==> src/rtl/alu_arbiter.sv <==
// Two-requester round-robin front end for a shared ALU: one operation in flight,
// registered operands, response hold until consumed. Optional WAIT timeout: ALU_ARB_TIMEOUT_EN.
module alu_arbiter #(
  parameter int WIDTH = 16,
  parameter int FUN_W = 4
) (
  input  logic             CLK,
  input  logic             RST,
  input  logic             REQ0_VALID,
  output logic             REQ0_READY,
  input  logic [WIDTH-1:0] REQ0_A,
  input  logic [WIDTH-1:0] REQ0_B,
  input  logic [FUN_W-1:0] REQ0_FUN,
  input  logic             REQ1_VALID,
  output logic             REQ1_READY,
  input  logic [WIDTH-1:0] REQ1_A,
  input  logic [WIDTH-1:0] REQ1_B,
  input  logic [FUN_W-1:0] REQ1_FUN,
  output logic [WIDTH-1:0] ALU_A,
  output logic [WIDTH-1:0] ALU_B,
  output logic [FUN_W-1:0] ALU_FUN,
  output logic             ALU_EN,
  input  logic [WIDTH-1:0] ALU_OUT,
  input  logic             ALU_OUT_VALID,
  output logic             RSP_VALID,
  input  logic             RSP_READY,
  output logic             RSP_ID,
  output logic [WIDTH-1:0] RSP_DATA,
  output logic             RSP_ERR
);

  typedef enum logic [1:0] {IDLE = 2'd0, ISSUE = 2'd1, WAIT = 2'd2, RESP = 2'd3} state_e;
  typedef struct packed {
    logic [WIDTH-1:0] a;
    logic [WIDTH-1:0] b;
    logic [FUN_W-1:0] fun;
  } op_t;

  state_e           state_q, state_d;
  op_t              op_q, op_d;
  op_t [1:0]        req_op;
  logic             id_q, id_d;
  logic             last_q, last_d;
  logic [WIDTH-1:0] data_q, data_d;
  logic [1:0]       req_vld;
  logic             gnt_vld, gnt_id;
`ifdef ALU_ARB_TIMEOUT_EN
  logic [3:0]       cnt_q, cnt_d;
  logic             err_q, err_d;
`endif

  assign req_vld   = {REQ1_VALID, REQ0_VALID};
  assign req_op[0] = {REQ0_A, REQ0_B, REQ0_FUN};
  assign req_op[1] = {REQ1_A, REQ1_B, REQ1_FUN};
  assign gnt_vld   = |req_vld;
  // last_q holds the last served ID; contention goes to the other one
  assign gnt_id    = (&req_vld) ? ~last_q : req_vld[1];

  always_ff @(posedge CLK or negedge RST) begin
    if (!RST) state_q <= IDLE;
    else      state_q <= state_d;
  end

  always_ff @(posedge CLK or negedge RST) begin
    if (!RST) begin
      op_q   <= '0;
      id_q   <= 1'b0;
      last_q <= 1'b1;
      data_q <= '0;
`ifdef ALU_ARB_TIMEOUT_EN
      cnt_q  <= '0;
      err_q  <= 1'b0;
`endif
    end else begin
      op_q   <= op_d;
      id_q   <= id_d;
      last_q <= last_d;
      data_q <= data_d;
`ifdef ALU_ARB_TIMEOUT_EN
      cnt_q  <= cnt_d;
      err_q  <= err_d;
`endif
    end
  end

  always_comb begin
    state_d = state_q;
    op_d    = op_q;
    id_d    = id_q;
    last_d  = last_q;
    data_d  = data_q;
`ifdef ALU_ARB_TIMEOUT_EN
    cnt_d   = cnt_q;
    err_d   = err_q;
`endif
    case (state_q)
      IDLE: if (gnt_vld) begin
        state_d = ISSUE;
        op_d    = req_op[gnt_id];
        id_d    = gnt_id;
        last_d  = gnt_id;
      end
      ISSUE: begin
        state_d = WAIT;
`ifdef ALU_ARB_TIMEOUT_EN
        cnt_d   = '0;
`endif
      end
      WAIT: begin
        if (ALU_OUT_VALID) begin
          state_d = RESP;
          data_d  = ALU_OUT;
`ifdef ALU_ARB_TIMEOUT_EN
          err_d   = 1'b0;
        end else if (cnt_q == 4'd14) begin
          // this is the 15th silent WAIT cycle
          state_d = RESP;
          data_d  = '0;
          err_d   = 1'b1;
        end else begin
          cnt_d   = cnt_q + 4'd1;
`endif
        end
      end
      RESP: if (RSP_READY) state_d = IDLE;
      default: state_d = IDLE;
    endcase
  end

  always_comb begin
    REQ0_READY = 1'b0;
    REQ1_READY = 1'b0;
    ALU_EN     = 1'b0;
    RSP_VALID  = 1'b0;
    case (state_q)
      IDLE: begin
        // gated by RST so READY stays low while reset is held
        REQ0_READY = RST && REQ0_VALID && !gnt_id;
        REQ1_READY = RST && REQ1_VALID && gnt_id;
      end
      ISSUE:   ALU_EN    = 1'b1;
      RESP:    RSP_VALID = 1'b1;
      default: ;
    endcase
  end

  assign ALU_A    = op_q.a;
  assign ALU_B    = op_q.b;
  assign ALU_FUN  = op_q.fun;
  assign RSP_ID   = id_q;
  assign RSP_DATA = data_q;
`ifdef ALU_ARB_TIMEOUT_EN
  assign RSP_ERR  = err_q;
`else
  assign RSP_ERR  = 1'b0;
`endif

endmodule

==> config.mk <==
export PLATFORM = sky130hd
export DESIGN_NAME = alu_arbiter
export DESIGN_NICKNAME = d
export VERILOG_FILES = /design/src/rtl/alu_arbiter.sv
export SDC_FILE = /design/constraint.sdc
export NUM_CORES = 1
export LEC_CHECK = 0
export BUFFER_PORTS_ARGS = -buffer_cell sky130_fd_sc_hd__buf_2
export CAP_MARGIN = 0
export CORE_ASPECT_RATIO = 1.75
export CORE_UTILIZATION = 30
export DETAILED_ROUTE_END_ITERATION = 7
export PLACE_DENSITY = 0.6
export SLEW_MARGIN = 5
export SYNTH_ARGS = -nofsm -noshare
export SYNTH_HDL_FRONTEND = slang
export SYNTH_SLANG_ARGS = --single-unit
==> constraint.sdc <==
create_clock -name CLK -period 3.4 [get_ports CLK]
set_input_delay 0.17 -clock CLK [delete_from_list [all_inputs] [get_ports CLK]]
set_output_delay 0.17 -clock CLK [all_outputs]
set_load 0.02 [all_outputs]
==> results.yml, run 1 <==
status:
  status: "finished, final reports clean"
drt:
  wirelength_mm: 7.308
  vias: 2375
  first_pass_iters: 4
  drt_iter0_drc: 114
  ant_nets: 0
  viasPerCell: 4.594
  wl_per_cell_um: 14.14
  route.detailed.drc: 0
synth:
  synth_nets: 357
  avgSynthCellArea_um2: 9.961
  synth.cell_area_um2: 2580
  ys_warn_count: 0
  syn-instance-count: 259
  ys_ff_latch: 56
  synth_cell_type_count: 25
  ys_seq_area_frac: 0.5436
clock_network:
  insertion_delay_ps: 290
  h-tree-depth: 2
  cts_buffers: 5
  cts.path.max_buffers: 2
  cts_resized: 0
  root_buffer: "clkbuf_16"
  tritoncts: "built"
  path_clk_slew_ps: 70
  clock_sinks: 56
  postCtsSetupBuffers: 0
cells_and_area:
  nets: 499
  design_area_um2: 3542
  syn_to_final_growth_pct: 37.29
  num_antenna_cells: 0
  final_core_util: 0.4261
  drive_gt1_frac: 0.4851
  final_common_cell: "buf_2"
  final_cell_mix: "buf_2 (150), a21oi_1 (59), dfrtp_1 (55)"
  fillers: 821
global_routing:
  grt_pass1_wl_mm: 11.71
  grt_max_degree: 38
  grt_pass1_vias: 2451
  grt.overflow.total: 0
  antenna_found_initial: 0
  grtUsageTotal: 0.1703
pwr:
  leakage_uw: 0.001771
  power.density_nw_per_um2: 962.6
  ir_drop_mv: 0.3842
die:
  dieWidth_um: 72.10
  dieHeight_um: 124.7
  die_area_um2: 8989
  start_util: 0.3104
  core_area_um2: 8313
  io_pins: 152
  row_count: 44
critical_path:
  path_cells: "inv_1 -> ha_1 -> o21a_1 -> buf_4 -> nor2_1 -> a21oi_1"
  reg2reg_setup_slack_ps: 1300
  cp.arrival_ps: 2310
  critPathKind: "reg -> reg"
  reg2reg_depth: 6
  crit_path_start_kind: "register"
  critPathMaxFanout: 22
  cp_slowest_cell: "o21a_1"
  rr_endpoint: "ALU_B[13]"
  crit_family: "compound AO/OA/AOI/OAI gates"
  crit_buf_inv: 2
  endpoint_kind: "register"
  critPathMaxStageDelay_ps: 530
  r2r_start: "state_q[0]"
  crit_required_ps: 3610
sta:
  finalSetupViolCount: 0
  fin_ws_ps: 1297
  fmax_mhz: 475.6
  worst_hold_slack_ps: 101.6
  drv_slew: 0
  rsz0062_at_grt: "false"
  skew_ps: 3.005
  tns_ps: 0
  finalHoldViolations: 0
  slew_headroom: 0.2485
  tightest_slew_ps: 1123
  timing.final.crit_period_ps: 2103
  min_period_over_period: 0.6185
run:
  cap_viol_max_count: 0
worst_hold_path:
  hold_end: "ALU_B[14]"
  min_path_type: "in -> reg"
  holdPathStages: 3
  min_from: "REQ0_B[14]"
placed_design:
  port_buffers: 150
  place.gp.congestion: 0.7931
  dp.final_hpwl_mm: 5.371
  post_dp_cell_area_um2: 3386
  place_ws_ps: 1296
[power by group]
| group | internal, µW | total [µW] | switching (µW) |
|---|---|---|---|
| logic | 636 | 1700 | 1060 |
| clock network | 295 | 522 | 227 |
| registers | 1010 | 1190 | 175 |
| total | 1950 | 3410 | 1460 |
[worst max path at each step]
stage	start	end	cells after the start
after floorplan	state_q[0]	RSP_DATA[10]	5
after global placement	state_q[0]	ALU_B[12]	6
after detailed placement	state_q[0]	ALU_B[13]	6
after CTS	state_q[0]	ALU_B[13]	6
after global routing	state_q[0]	ALU_B[13]	6
final	state_q[0]	ALU_B[13]	6
[metal layers]
layer	global-route usage	routed length [µm]
met3	0.02670	321
met2	0.3194	4092
met4	0.08766	265
met5	0	0
met1	0.1732	2628
[stage by stage]
step                cells  power [µW]
finish                517        3410
global route          517        3665
CTS                   517        3469
detailed placement    508        2934
global placement      508        2899
floorplan             259        2364
[timing repair]
item                                    CTS  global route
endpoints found under the setup margin    0             0
hold buffers                              1             0
hold endpoints to repair                 25             0
[flip-flops by register name, summed over array words and instances (netlist names)]
| register | flops |
|---|---|
| RSP_DATA | 16 |
| ALU_FUN | 4 |
| state_q | 2 |
| RSP_ID | 1 |
| ALU_A | 16 |
| ALU_B | 16 |
| last_q | 1 |
[synthesized netlist by cell type]
cell type  number  share of area
a21bo_2         1         0.0039
a21boi_2        1         0.0044
a21oi_1        59           0.11
a21oi_2        14          0.048
a221oi_2        1         0.0058
a22o_1          1         0.0034
a31oi_1         1         0.0024
and3_1          1         0.0024
buf_2          14          0.027
buf_4           3         0.0087
buf_6           1         0.0044
buf_8           1         0.0058
conb_1          1         0.0015
dfrtp_1        55           0.53
dfstp_2         1          0.010
ha_1            4          0.019
inv_1           3         0.0044
mux2_2         17          0.074
nand2_1        37          0.054
nand3_1         1         0.0019
nor2_1         38          0.055
nor2b_1         1         0.0024
o21a_1          1         0.0029
o21ai_4         1         0.0063
o32a_1          1         0.0039
[final cells by class]
cell class,instances,area [µm²],area share
well taps,115,143.9,0.04062
multi-input cells,181,1055,0.2978
flip-flops and latches,56,1403,0.3960
clock buffers,8,146.4,0.04133
inverters,3,11.26,0.003179
repair buffers,154,783.3,0.2211
[worst register-to-register path: cells and delay by family, from the launching register on]
kind	cells	cell delay [ps]
flip-flops	1	420
buffers and inverters	2	470
AND/OR/NAND/NOR	1	80
adder cells (fa/ha/maj)	1	370
AO/OA/AOI/OAI	2	690
[kinds of logic after synthesis]
group                      count (synthesis)  synth area share
other                                      1          0.001454
muxes                                     17           0.07420
adders and majority gates                  4           0.01940
buffers and inverters                     22           0.05043
and+or+nand+nor                           78            0.1159
DFF                                       56            0.5436
AOI/OAI and AO/OA                         81            0.1950
Note: power is estimated with default switching activity, not from simulation.
==> inputs of run 2 (changes only) <==
Settings changed: PLACE_DENSITY 0.6 to 0.62.
Clock period 3.4 ns to 1.7 ns, I/O delays scaled along.
==> run 2 against run 1 <==
Count of clock-buffer cells in the layout shrank 2. Sequential power grew 100%. Clock power grew 100%. Register-to-register slack got worse by 1100 ps. Wire length increased by 0.49%. Combinational power increased by 110%. Sequential share of layout area fell by 1.5 points. Setup slack got worse by 1200 ps. Die area stayed put. Final cell count increased by 2.1%. Largest power group unchanged. Highest routed layer unchanged.
==> results.yml, run 2 (synthesized netlist as in run 1, its figures left out) <==
status:
  status: "finished, final reports clean"
critical_path:
  crit_start: "state_q[0]"
  crit_path_start_kind: "register"
  critPathKind: "reg -> out"
  critPathMaxFanout: 9
  cp.arrival_ps: 1490
  crit_required_ps: 1620
  r2r_start: "state_q[0]"
  endpoint_kind: "primary output"
sta:
  min_period_over_period: 0.9285
  tns_ps: 0
  skew_ps: 7.650
  finalSetupViolCount: 0
  rsz0062_at_grt: "false"
  finalHoldViolations: 0
  slew_headroom: 0.4678
  drv_slew: 0
  tightest_slew_ps: 796.4
  timing.final.crit_period_ps: 1578
  fmax_mhz: 633.5
pwr:
  power.switching_uw: 2991
  leakage_uw: 0.001844
  comb_power_share: 0.509
  p_sw_frac: 0.4259
  clkPwrFrac: 0.150
  internal_power_uw: 4031
  ir_drop_mv: 0.7825
  power.density_nw_per_um2: 1906
  power_frac_seq: 0.341
drt:
  wl_per_cell_um: 13.91
  drt_iter0_drc: 127
  ant_nets: 0
  wirelength_mm: 7.344
  vias: 2471
  first_pass_iters: 4
  viasPerCell: 4.680
  route.detailed.drc: 0
die:
  dieWidth_um: 72.10
  row_count: 44
  dieHeight_um: 124.7
  die_area_um2: 8989
  start_util: 0.3104
  core_area_um2: 8313
  io_pins: 152
run:
  cap_viol_max_count: 0
placed_design:
  place.gp.congestion: 0.7655
  dp.cells: 517
  dp.final_hpwl_mm: 5.130
  port_buffers: 150
cells_and_area:
  final_cell_mix: "buf_2 (150), a21oi_1 (59), dfrtp_1 (55)"
  syn_to_final_growth_pct: 42.82
  drive_gt1_frac: 0.5085
  final_common_cell: "buf_2"
  final_core_util: 0.4433
  finalNonFillerCells: 528
  nets: 510
  num_antenna_cells: 0
  fillers: 827
worst_hold_path:
  min_path_type: "in -> reg"
  min_from: "REQ0_B[14]"
clock_network:
  tritoncts: "built"
  insertion_delay_ps: 290
  clock_sinks: 56
  root_buffer: "clkbuf_16"
  cts.path.max_buffers: 2
  path_clk_slew_ps: 70
  cts_buffers: 5
  h-tree-depth: 2
global_routing:
  grt_pass1_vias: 2492
  grt_max_degree: 55
  antenna_found_initial: 0
  grt.overflow.total: 0
  grtUsageTotal: 0.1676
  grt_pass1_wl_mm: 11.74
run 2: cell count changes in the layout (fill, tap and decap cells not counted), moves of 2 or more:
| cell | previous run | this run |
|---|---|---|
| clkbuf_1 | 2 | 0 |
| buf_12 | 0 | 3 |
| clkinv_2 | 0 | 2 |
| buf_4 | 3 | 9 |
run 2: cell type report:
class / count / area (µm²) / area share
clock inverter: 2 / 10.01 / 0.002716
timing repair buffer: 163 / 888.4 / 0.2411
tap: 115 / 143.9 / 0.03905
inverter: 3 / 11.26 / 0.003056
clock buffer: 6 / 138.9 / 0.03769
multi-input combinational: 183 / 1090 / 0.2958
sequential: 56 / 1403 / 0.3806
run 2: power by group through the flow:
stage | Clock (µW) | Sequential, µW | Combinational, µW
finish | 1050 | 2390 | 3580
global route | 1120 | 2490 | 3930
CTS | 1090 | 2390 | 3620
detailed placement | 0 | 2400 | 3590
global placement | 0 | 2370 | 3520
floorplan | 0 | 3180 | 1550
run 2: final timing paths:
kind	to	slack [ps]	depth (start not counted)
worst max-delay path	REQ0_READY	120	5
worst min-delay path	ALU_B[14]	10	3
worst max register to register	state_q[1]	180	4
worst min register to register	RSP_DATA[14]	500	1
max in group asynchronous	ALU_FUN[3]	670	3
min in group asynchronous	RSP_ID	120	2
run 2: critical path, stage by stage (launching register included):
cell and delay, ps:
dfrtp_1 420, inv_1 100, ha_2 310, nand3_1 100
nor2_1 110, buf_2 170
run 2: metal layers:
layer  up-vias  global-route usage  part of all wire
li1       1176                   -                 -
met2        95              0.3106              0.55
met4         0             0.06805             0.021
met1      1190              0.1808              0.38
met5         -                   0                 0
met3        10             0.02832             0.043
run 2: metrics by stage:
stage          setup WS [ps]  cell area [µm²]  hold WS [ps]  power (µW)
2_1_floorplan          156.0             2580        -210.6        4728
5_1_grt                14.46             3685         12.06        7552
6_report               121.5             3685         14.69        7022
4_1_cts               -52.34             3671         10.68        7103
3_3_place_gp          -111.0             3491        -97.37        5890
3_5_place_dp          -110.4             3491        -97.89        5989
run 2: repair_timing:
item | 4_1_cts | 5_1_grt
gates cloned | 1 | 1
setup buffers | 0 | 0
hold buffers | 1 | 0
pin swaps | 1 | 1
hold endpoints to repair | 2 | 0
gates resized for setup | 2 | 1
setup endpoints to repair | 31 | 2
==> inputs of run 3 (changes only) <==
Settings changed: CORE_MARGIN set to 4, SETUP_SLACK_MARGIN set to 0.05.
==> run 3 against run 2 <==
Power shrank 0.22%. Die area grew 14%. Global-route usage shrank 1.7 points. First-iteration DRC count shrank 63%. Largest power group unchanged. Final cell count is the same. Sequential cell count is the same. Register-to-register slack is essentially flat. Wire length grew 6.8%. Critical path depth shrank 2. Clock power is essentially flat. Non-clock buffer count is the same. Combinational power is essentially flat.
==> results.yml, run 3 (synthesized netlist as in run 1, its figures left out) <==
status:
  status: "finished, final reports clean"
critical_path:
  crit_family: "flip-flops"
  path_cells: "a21boi_4 -> and3_1 -> buf_2"
  crit_required_ps: 1620
  cp.arrival_ps: 1500
  reg2reg_depth: 4
  crit_path_start_kind: "register"
  critPathMaxFanout: 10
  critPathKind: "reg -> out"
  endpoint_kind: "primary output"
  critPathMaxStageDelay_ps: 430
  critical_path_depth: 3
  endpoint: "REQ1_READY"
  r2r_start: "state_q[0]"
  reg2reg_setup_slack_ps: 180
  crit_start: "last_q"
  rr_endpoint: "state_q[1]"
  cp_slowest_cell: "dfstp_2"
  crit_buf_inv: 1
cells_and_area:
  syn_to_final_growth_pct: 43.07
  final_common_cell: "buf_2"
  drive_gt1_frac: 0.5085
  fillers: 845
  num_antenna_cells: 0
  design_area_um2: 3691
  nets: 510
  final_cell_mix: "buf_2 (150), a21oi_1 (59), dfrtp_1 (55)"
  finalNonFillerCells: 528
global_routing:
  grt_pass1_wl_mm: 12.05
  grt_use_met3: 0.02949
  globalRouteMet2Util: 0.2934
  grt.overflow.total: 0
  grt_pass1_vias: 2443
  met1_usage: 0.1581
  antenna_found_initial: 0
  grt_max_degree: 33
  grtUsageTotal: 0.1508
  grt.busiest_layer: "met2"
die:
  die_area_um2: 10210
  io_pins: 152
  dieHeight_um: 130.7
  row_count: 44
  dieWidth_um: 78.10
  start_util: 0.3083
  core_area_um2: 8368
pwr:
  leakage_uw: 0.001835
  ir_drop_mv: 0.7133
  power.density_nw_per_um2: 1898
drt:
  wl_per_cell_um: 14.86
  viasPerCell: 4.595
  ant_nets: 0
  route.detailed.drc: 0
  first_pass_iters: 4
  drt_iter0_drc: 47
  wirelength_mm: 7.847
  vias: 2426
clock_network:
  tritoncts: "built"
  cts_buffers: 5
  insertion_delay_ps: 290
  path_clk_slew_ps: 70
  root_buffer: "clkbuf_16"
  h-tree-depth: 2
  cts.path.max_buffers: 2
  clock_sinks: 56
sta:
  timing.final.crit_period_ps: 1588
  min_period_over_period: 0.9339
  slew_headroom: 0.4872
  fmax_mhz: 629.8
  skew_ps: 6.071
  drv_slew: 0
  finalSetupViolCount: 0
  finalHoldViolations: 0
  rsz0062_at_grt: "false"
  tightest_slew_ps: 767.3
placed_design:
  post_dp_cell_area_um2: 3491
  dp.final_hpwl_mm: 5.737
  place.gp.congestion: 0.7860
  port_buffers: 150
  dp.cells: 517
worst_hold_path:
  min_path_type: "in -> reg"
run:
  cap_viol_max_count: 0
[run 3: changes by cell type in the layout (fill, tap and decap cells not counted), sizes merged]
cell / delta
clkbuf: -1
clkinv: -1
clkinvlp: +2
[run 3: layer usage]
layer | vias up | wire [µm]
met4 | 0 | 108
met1 | 1150 | 2796
met3 | 8 | 534
li1 | 1176 | -
met2 | 92 | 4408
met5 | - | 0
[run 3: timing repair]
| action | CTS | global route |
|---|---|---|
| hold endpoints to repair | 56 | 0 |
| pin swaps | 1 | 0 |
| gates cloned | 2 | 0 |
| hold buffers | 1 | 0 |
| setup buffers | 0 | 0 |
| endpoints found under the setup margin | 39 | 20 |
| resized for setup | 2 | 2 |
[run 3: how the worst min path moves through the flow]
| stage | startpoint | depth (start not counted) | end | slack [ps] |
|---|---|---|---|---|
| 2_1_floorplan | RST | 0 | ALU_A[0] | -210 |
| 3_3_place_gp | RST | 1 | RSP_ID | -90 |
| 3_5_place_dp | RST | 1 | RSP_ID | -90 |
| 4_1_cts | REQ0_B[15] | 3 | ALU_B[15] | 5 |
| 5_1_grt | ALU_OUT[13] | 2 | RSP_DATA[13] | 10 |
| 6_report | REQ0_A[13] | 3 | ALU_A[13] | 10 |
[run 3: through the flow]
stage	power, µW	hold slack [ps]	TNS (ps)	setup WS, ps	util
4_1_cts	7118	5.047	0	63.49	0.4400
3_3_place_gp	5895	-93.25	-111.1	-99.84	0.4172
6_report	7006	12.96	0	112.3	0.4411
3_5_place_dp	5994	-88.45	-1369	-129.9	0.4172
2_1_floorplan	4728	-210.6	0	156.0	-
5_1_grt	7491	13.33	0	53.93	0.4411
[run 3: power breakdown]
| group | switching, µW | internal, µW |
|---|---|---|
| clock network | 486 | 549 |
| registers | 377 | 2030 |
| logic | 2160 | 1410 |
[run 3: worst min-delay path, cell delays in order]
cell and delay [ps]:
buf_2 100, nand2_1 50, a21oi_1 50
[run 3: layout make-up]
type                            instances  area [µm²]  share of cell area
Multi-Input combinational cell        183        1096              0.2969
Inverter                                3       11.26            0.003051
Clock buffer                            5       125.1             0.03390
Timing Repair Buffer                  163       888.4              0.2407
Tap cell                              115       143.9             0.03898
Clock inverter                          3       23.77            0.006441
Sequential cell                        56        1403              0.3800
